File: config.mk
export PLATFORM = sky130hd
export DESIGN_NAME = weight_write_controller
export DESIGN_NICKNAME = d
export VERILOG_FILES = /design/src/rtl/weight_write_controller.sv
export SDC_FILE = /design/constraint.sdc
export NUM_CORES = 1
export LEC_CHECK = 0
export CAP_MARGIN = 10
export CORE_ASPECT_RATIO = 1.2
export CORE_MARGIN = 1
export CORE_UTILIZATION = 45
export CTS_BUF_LIST = sky130_fd_sc_hd__clkbuf_8
export CTS_CLUSTER_SIZE = 25
export DETAILED_ROUTE_END_ITERATION = 10
export HOLD_SLACK_MARGIN = 0.15
export PLACE_DENSITY = 0.7
export SETUP_SLACK_MARGIN = 0.2
export SYNTH_ARGS = -nofsm -noshare
export SYNTH_HDL_FRONTEND = slang
export SYNTH_SLANG_ARGS = --single-unit
File: constraint.sdc
create_clock -name clk -period 2.5 [get_ports clk]
set_clock_uncertainty 0.15 [all_clocks]
set_input_delay 0.5 -clock clk [delete_from_list [all_inputs] [get_ports clk]]
set_output_delay 0.5 -clock clk [all_outputs]
set_load 0.03 [all_outputs]
File: src/rtl/weight_write_controller.sv
// Packs four IN_WIDTH weight words into one double-buffer word, writes one weight tile per bank,
// and swaps banks once the tile is complete and the reader has released the other bank.
module weight_write_controller #(
    parameter int unsigned IN_WIDTH        = 16,
    parameter int unsigned DATA_WIDTH      = 64,
    parameter int unsigned BANK_ADDR_WIDTH = 10,
    parameter int unsigned BANK_DEPTH      = 288
) (
    input  logic                       clk,
    input  logic                       rst_n,
    input  logic [IN_WIDTH-1:0]        in_data,
    input  logic                       in_valid,
    output logic                       in_ready,
    input  logic                       reader_done,
    output logic                       wen,
    output logic [BANK_ADDR_WIDTH-1:0] wadr,
    output logic [DATA_WIDTH-1:0]      wdata,
    output logic                       switch_banks
);

    localparam int unsigned LANES      = 4;
    localparam int unsigned PACK_WIDTH = (LANES - 1) * IN_WIDTH;
    localparam logic [BANK_ADDR_WIDTH-1:0] LAST_ADDR = BANK_ADDR_WIDTH'(BANK_DEPTH - 1);

    typedef enum logic [1:0] {
        FILL        = 2'd0,
        WAIT_SWITCH = 2'd1,
        SWITCH      = 2'd2
    } state_t;

    state_t                     state;
    logic [1:0]                 lane;
    logic [BANK_ADDR_WIDTH-1:0] addr;
    logic [PACK_WIDTH-1:0]      pack;
    logic                       can_switch;
    logic                       accept_c;

    assign accept_c = in_valid && in_ready;

    // Lanes 0..2 are staged in pack; lane 3 goes straight into wdata with the write.
    always_ff @(posedge clk or negedge rst_n) begin
        if (!rst_n) begin
            state        <= FILL;
            lane         <= 2'd0;
            addr         <= '0;
            pack         <= '0;
            can_switch   <= 1'b1;
            in_ready     <= 1'b1;
            wen          <= 1'b0;
            wadr         <= '0;
            wdata        <= '0;
            switch_banks <= 1'b0;
        end else begin
            wen          <= 1'b0;
            switch_banks <= 1'b0;
            if (reader_done) begin
                can_switch <= 1'b1;
            end

            case (state)
                FILL: begin
                    if (accept_c) begin
                        lane <= lane + 2'd1;
                        for (int k = 0; k < int'(LANES - 1); k++) begin
                            if (lane == 2'(k)) begin
                                pack[k*IN_WIDTH +: IN_WIDTH] <= in_data;
                            end
                        end
                        if (lane == 2'd3) begin
                            wen   <= 1'b1;
                            wadr  <= addr;
                            wdata <= DATA_WIDTH'({in_data, pack});
                            addr  <= addr + BANK_ADDR_WIDTH'(1);
                            if (addr == LAST_ADDR) begin
                                state    <= WAIT_SWITCH;
                                in_ready <= 1'b0;
                            end
                        end
                    end
                end

                WAIT_SWITCH: begin
                    if (can_switch || reader_done) begin
                        state        <= SWITCH;
                        switch_banks <= 1'b1;
                    end
                end

                SWITCH: begin
                    // A reader_done landing on the swap cycle must survive the clear.
                    can_switch <= reader_done;
                    addr       <= '0;
                    lane       <= 2'd0;
                    state      <= FILL;
                    in_ready   <= 1'b1;
                end

                default: begin
                    state    <= FILL;
                    in_ready <= 1'b1;
                end
            endcase
        end
    end

endmodule
==> key figures, run 1 <==
Clock network
  – Clock latency at the later pin of the worst-skew pair: 0.43 ns
  – CTS tree: yes
  – Worst-path clk slew: 0.08 ns
  – Deepest level of the CTS H-tree: 4
  – Buffer levels on the longest clock path: 2
  – Root Driver: clkbuf_8
  – Total CTS buffers: 17
  – Sink Count: 140

Floorplanning
  – Initial Util: 47.1%
  – Die width: approximately 100 µm
  – Die area: 12700 µm²
  – Core area: 11700 µm²
  – FP Rows: 43
  – Die Y: 123 µm
  – Ports: 97

Logic synthesis
  – Ys async rst share: 100%
  – Synthesis Warnings: 0
  – Mapped Cells: between 300 and 400
  – Sequential share of the synthesized area: 63.5%
  – Cell variety after synth: 36
  – Number of flops mapped to enable cells by yosys: 0
  – Syn avg cell area: 15.5 µm²
  – Post-Syn Nets: 382
  – #FFs+latches synth: 140
  – Prevailing post-synth register cell: dfrtp_1
  – Mapped cell area: 5520 µm²

Layout
  – Post-layout util: 61.1%
  – Multi-input gate area: ~1900 µm²
  – Reg area: 3510 µm²
  – Layout cells sized above 1: 35.8%
  – Nets@finish: 495
  – Ant diodes: 0
  – FILL cells: 983
  – Area Overhead vs Synth: 29.8%

Pwr
  – Worst vdd ir: 0.753 mV
  – Pwr Density: 1330 nW/µm²
  – Pleak: roughly 0.0031 µW

Worst setup path
  – R2R depth: 4
  – WP buf/inv: 1
  – Slowest cell on the critical path: clkdlybuf4s50_1
  – Cell Chain, Critical Path: clkdlybuf4s50_1
  – Instance count on the critical path: 1
  – CP Capture Type: primary output
  – Family with the most delay on the worst path: buffers and inverters
  – Max incr delay on CP: 0.73 ns
  – Worst path required time: approximately 1.9 ns
  – WP data arrival: 1.51 ns
  – Kind of critical path: flip-flop to primary output
  – Worst Setup Start Kind: flip-flop
  – CP Max Fanout: 2

STA
  – Final Hold Viols: 0
  – Final min period: roughly 2.2 ns
  – # setup viols final: 0
  – Fin worst setup slack: 0.338 ns
  – Final Max Slew Viols: 0
  – RSZ-0062 raised after global routing: false
  – Worst relative slew slack: 63.6%
  – Worst-margin pin slew: 0.545 ns
  – Peak Freq: 463 MHz
  – Tcrit/Tclk final: 86.5%
  – Total negative slack: 0 ns

Min path
  – Hold depth: 1
  – Hold WC Path Type: flip-flop to flip-flop

Routing
  – Via count: 3268
  – DRC Markers: 0
  – Number of nets with antenna violations after routing: 0
  – First drt pass iteration count: 4
  – DRT iter0 DRCs: 80
  – Via-per-instance ratio: 5.11
  – Avg WL per Cell: 17.0 µm
  – Total Wirelength: around 11 mm

Global route
  – GR Layer Usage met3: 6.44%
  – All-Layer GR Usage: 19.3%
  – Global route total overflow: 0
  – Global-route met2 utilization: between 30% and 40%
  – Largest net degree at the start of global routing: 60
  – GR Util met1: 23.4%
  – Grt peak-use layer: met2
  – Global-route wire length before repair: 18.0 mm
  – Vias in the first global route: 3544
  – Initial antenna violation count: 0

Status
  – Status: finished clean

Placed design
  – Port Buf Inserts: 96
  – GPL Wtd Cong: 0.786
  – DPL Wire Length: between 7 and 8 mm
  – DP Worst Slack: 0.104 ns

Flow run
  – Max cap viols: 0
cells by family after synthesis:
logic type      count (synthesis)  synth area share (%)
compound gates                 15                  1.88
flops                         140                  63.5
fa+ha+maj                       5                  1.13
simple gates                   48                  5.26
mux                           128                  26.0
buf+inv                        21                  2.27
routing by layer:
layer	part of all wire, %	up-vias	routed length [µm]
met2	50	71	5430
met1	42	1676	4620
met4	1.9	0	211
li1	-	1504	-
met3	5.7	17	617
met5	0	-	0
per-stage QoR:
stage               hold WS [ns]  power (µW)  cell area, µm²  std cells
detailed placement         0.340        7750            6740        607
CTS                        0.354        9650            7160        640
finish                     0.353        9530            7160        640
floorplan                 0.0544        6070            5520        357
global route               0.368       10000            7160        640
global placement           0.331        7650            6740        607
layout make-up:
class | count | share of cell area [%]
clock buffer | 19 | 3.65
inverter | 6 | 0.349
timing repair buffer | 109 | 15.9
tap | 157 | 2.74
clock inverter | 13 | 2.10
multi-input combinational | 196 | 26.4
sequential | 140 | 48.9
layout by cell type (no fill, tap or decap), types with 2 or more instances in the layout:
cell             synthesis  final
buf_12                   0      6
buf_4                    9      6
bufinv_16                0      3
clkbuf_8                 0     19
clkdlybuf4s50_1          0     94
clkinv_2                 0      4
clkinv_4                 0      2
clkinvlp_4               0      2
dfrtp_1                138    138
dfstp_2                  2      2
ha_1                     5      5
inv_1                    5      7
mux2_2                 121    121
mux2i_1                  7      7
nand2_1                 13     13
nand2_2                  3      3
nand2b_1                 5      5
nand3_1                  5      5
nand4_1                  4      4
nor2_1                   2      2
nor3b_1                  2      2
nor4_1                   5      5
o21ai_0                  6      6
o311ai_0                 2      2
or3_1                    2      2
Yosys cell counts (2+ instances only):
cell | count | area [µm²]
mux2i_1 | 7 | 70.1
o311ai_0 | 2 | 17.5
nand2_1 | 13 | 48.8
nor4_1 | 5 | 31.3
nand4_1 | 4 | 25.0
nand2b_1 | 5 | 31.3
o21ai_0 | 6 | 30.0
dfstp_2 | 2 | 52.6
inv_1 | 5 | 18.8
or3_1 | 2 | 12.5
buf_2 | 2 | 10.0
dfrtp_1 | 138 | 3450
nand2_2 | 3 | 18.8
clkbuf_1 | 3 | 11.3
ha_1 | 5 | 62.6
nand3_1 | 5 | 25.0
nor3b_1 | 2 | 15.0
mux2_2 | 121 | 1360
buf_4 | 9 | 67.6
nor2_1 | 2 | 7.51
power breakdown:
| group | switching, µW | internal (µW) | total [µW] |
|---|---|---|---|
| sequential | 578 | 3270 | 3850 |
| clock | 831 | 1030 | 1860 |
| combinational | 1960 | 1870 | 3830 |
what timing repair did:
action	in CTS	in global routing
buffers inserted	0	0
hold buffers	1	0
endpoints found under the hold margin	56	0
resized for setup	1	0
endpoints found under the setup margin	1	0
state kept, by name, summed over array words and instances, names as in the netlist:
register,count
wadr,10
can_switch,1
addr,10
wen,1
lane,2
in_ready,1
state,2
wdata,64
pack,48
switch_banks,1
final timing paths:
path,from,endpoint,slack (ns)
hold reg to reg,pack[35],wdata[35],0.35
min in group asynchronous,rst_n,wdata[33],0.46
setup / recovery,wdata[37],wdata[37],0.34
setup reg to reg,state[0],wdata[5],0.53
hold / removal,pack[35],wdata[35],0.35
max in group asynchronous,rst_n,pack[25],1.04
worst register-to-register path, stage by stage (launching register included):
cell and delay (ns):
dfrtp_1 0.49, and4bb_2 0.48, nand2_8 0.12, inv_4 0.24
mux2_2 0.38
Note: power is estimated with default switching activity, not from simulation.
==> inputs of run 2 (changes only) <==
HOLD_SLACK_MARGIN = 0.02   (was 0.15)
==> results of run 2 <==
Final layout, timing and power as in run 1 (identical DEF).
==> inputs of run 3 (changes only) <==
CORE_UTILIZATION = 40   (was 45)
PLACE_DENSITY = not set   (was 0.7)
==> run 3 against run 2 <==
  * Core utilization fell by 7.5 points
  * Register-to-register slack barely moved
  * Worst hold slack improved by 0.00071 ns
  * Sequential cell count did not move
  * Die area rose by 12%
  * Total power barely moved
  * Non-clock buffer count fell by 2
  * Clock power barely moved
  * Critical path type unchanged
  * Largest cell class unchanged
  * Highest routed layer unchanged
==> key figures, run 3 (synthesized netlist as in run 1, its figures left out) <==
Pwr
  – Final Total Pwr: 9540 µW
  – Worst vdd ir: 0.737 mV
  – Pwr Density: 1330 nW/µm²
  – Pleak: 0.00303 µW

Worst setup path
  – Slowest cell on the critical path: clkdlybuf4s50_1
  – Instance count on the critical path: 1
  – R2R depth: 4
  – Cell Chain, Critical Path: clkdlybuf4s50_1
  – Family with the most delay on the worst path: buffers and inverters
  – Worst path required time: around 1.9 ns
  – WP buf/inv: 1
  – WP data arrival: between 1.5 and 2 ns
  – CP Capture Type: primary output
  – Max incr delay on CP: 0.68 ns
  – Kind of critical path: flip-flop to primary output
  – Worst Setup Start Kind: flip-flop
  – CP Max Fanout: 2

Min path
  – Hold WC Path Type: flip-flop to flip-flop
  – Hold depth: 1

Floorplanning
  – Die width: 109 µm
  – Die Y: 131 µm
  – Ports: between 90 and 100
  – Initial Util: roughly two fifths
  – Core area: 13400 µm²
  – Die area: 14300 µm²
  – FP Rows: 46

Layout
  – Layout cells sized above 1: 35.8%
  – Ant diodes: 0
  – Area Overhead vs Synth: 29.7%
  – Layout Cells excl Fill: roughly 650
  – Most flops, register: wdata
  – Nets@finish: between 400 and 500
  – Commonest non-fill, non-tap cells in the layout: 138 x dfrtp_1, 121 x mux2_2, 94 x clkdlybuf4s50_1
  – Commonest non-fill, non-tap cell in the layout: dfrtp_1
  – Max reg flops: 64
  – Biggest regs: wdata x64, pack x48

STA
  – Final min period: approximately 2.2 ns
  – RSZ-0062 raised after global routing: false
  – Total negative slack: 0 ns
  – # setup viols final: 0
  – Final Max Slew Viols: 0
  – Peak Freq: 462 MHz
  – Worst-margin pin slew: ~0.53 ns
  – Final Hold Viols: 0
  – Worst relative slew slack: between 60% and 70%
  – Tcrit/Tclk final: 86.6%

Global route
  – Initial antenna violation count: 0
  – Largest net degree at the start of global routing: 53
  – Global route total overflow: 0
  – Global-route wire length before repair: 17.6 mm
  – All-Layer GR Usage: 16.7%
  – Vias in the first global route: 3425

Clock network
  – Deepest level of the CTS H-tree: 4
  – Root Driver: clkbuf_8
  – Total CTS buffers: 17
  – Buffer levels on the longest clock path: 2
  – Clock latency at the later pin of the worst-skew pair: 0.44 ns
  – CTS tree: yes
  – Sink Count: between 100 and 150
  – Worst-path clk slew: 0.07 ns

Placed design
  – Total placed cells including tap cells: 616
  – Port Buf Inserts: 96
  – DPL Wire Length: between 7 and 8 mm
  – GPL Wtd Cong: 0.792

Routing
  – Via count: 3281
  – Avg WL per Cell: 16.8 µm
  – Total Wirelength: approximately 11 mm
  – Number of nets with antenna violations after routing: 0
  – First drt pass iteration count: 4
  – Via-per-instance ratio: 5.06
  – DRT iter0 DRCs: 95
  – DRC Markers: 0

Status
  – Status: finished clean

Flow run
  – Max cap viols: 0
## run 3: cell types whose count changed in the layout (fill, tap and decap cells not counted), sizes merged
| cell | change |
|---|---|
| inv | -1 |
| buf | -2 |
| clkbuf | +1 |
| clkinv | -1 |
| clkinvlp | +1 |
## run 3: path summary, 6_finish.rpt
kind                              end  slack [ns]  startpoint
min in group asynchronous     wadr[6]        0.39       rst_n
hold reg to reg              pack[17]        0.35    pack[17]
setup / recovery              wadr[1]        0.33     wadr[1]
max in group asynchronous  can_switch        1.18       rst_n
hold / removal               pack[17]        0.35    pack[17]
setup reg to reg              addr[8]        0.52     lane[1]
## run 3: area by class of cell
type                    instances  area (µm²)
fillers                      1154        6190
flip-flops and latches        140        3510
multi-input cells             196        1890
repair buffers                107        1110
clock buffers                  20         275
well taps                     168         210
clock inverters                12         145
inverters                       6        25.0
## run 3: report_power, final
part | internal [µW] | total [µW] | leakage [µW] | switching (µW)
clock network | 1060 | 1890 | 0.000212 | 831
logic | 1860 | 3800 | 0.00118 | 1940
registers | 3270 | 3850 | 0.00164 | 580
## run 3: metal layers
layer	part of all wire (%)	global-route usage, %
met1	41	19.3
met2	51	27.7
met3	5.7	5.75
met4	1.8	8.47
met5	0	0
## run 3: worst register-to-register path, stage by stage, from the launching register on
cell and delay, ns:
dfrtp_1 0.43, ha_1 0.43, inv_1 0.24, nor4_1 0.42, mux2i_1 0.23
## run 3: per-stage QoR
| step | setup WS [ns] | area [µm²] | hold slack, ns | util, % |
|---|---|---|---|---|
| final | 0.334 | 7160 | 0.354 | 53.6 |
| after global routing | 0.269 | 7160 | 0.369 | 53.6 |
| after CTS | 0.304 | 7160 | 0.355 | 53.6 |
| after detailed placement | 0.113 | 6730 | 0.298 | 50.4 |
| after global placement | 0.136 | 6730 | 0.295 | 50.4 |
| after floorplan | 0.575 | 5520 | 0.0544 | - |
## run 3: repair_timing
action / in CTS / in global routing
setup endpoints to repair: 1 / 0
endpoints found under the hold margin: 41 / 0
setup buffers: 0 / 0
gates resized for setup: 1 / 0
hold buffers: 1 / 0
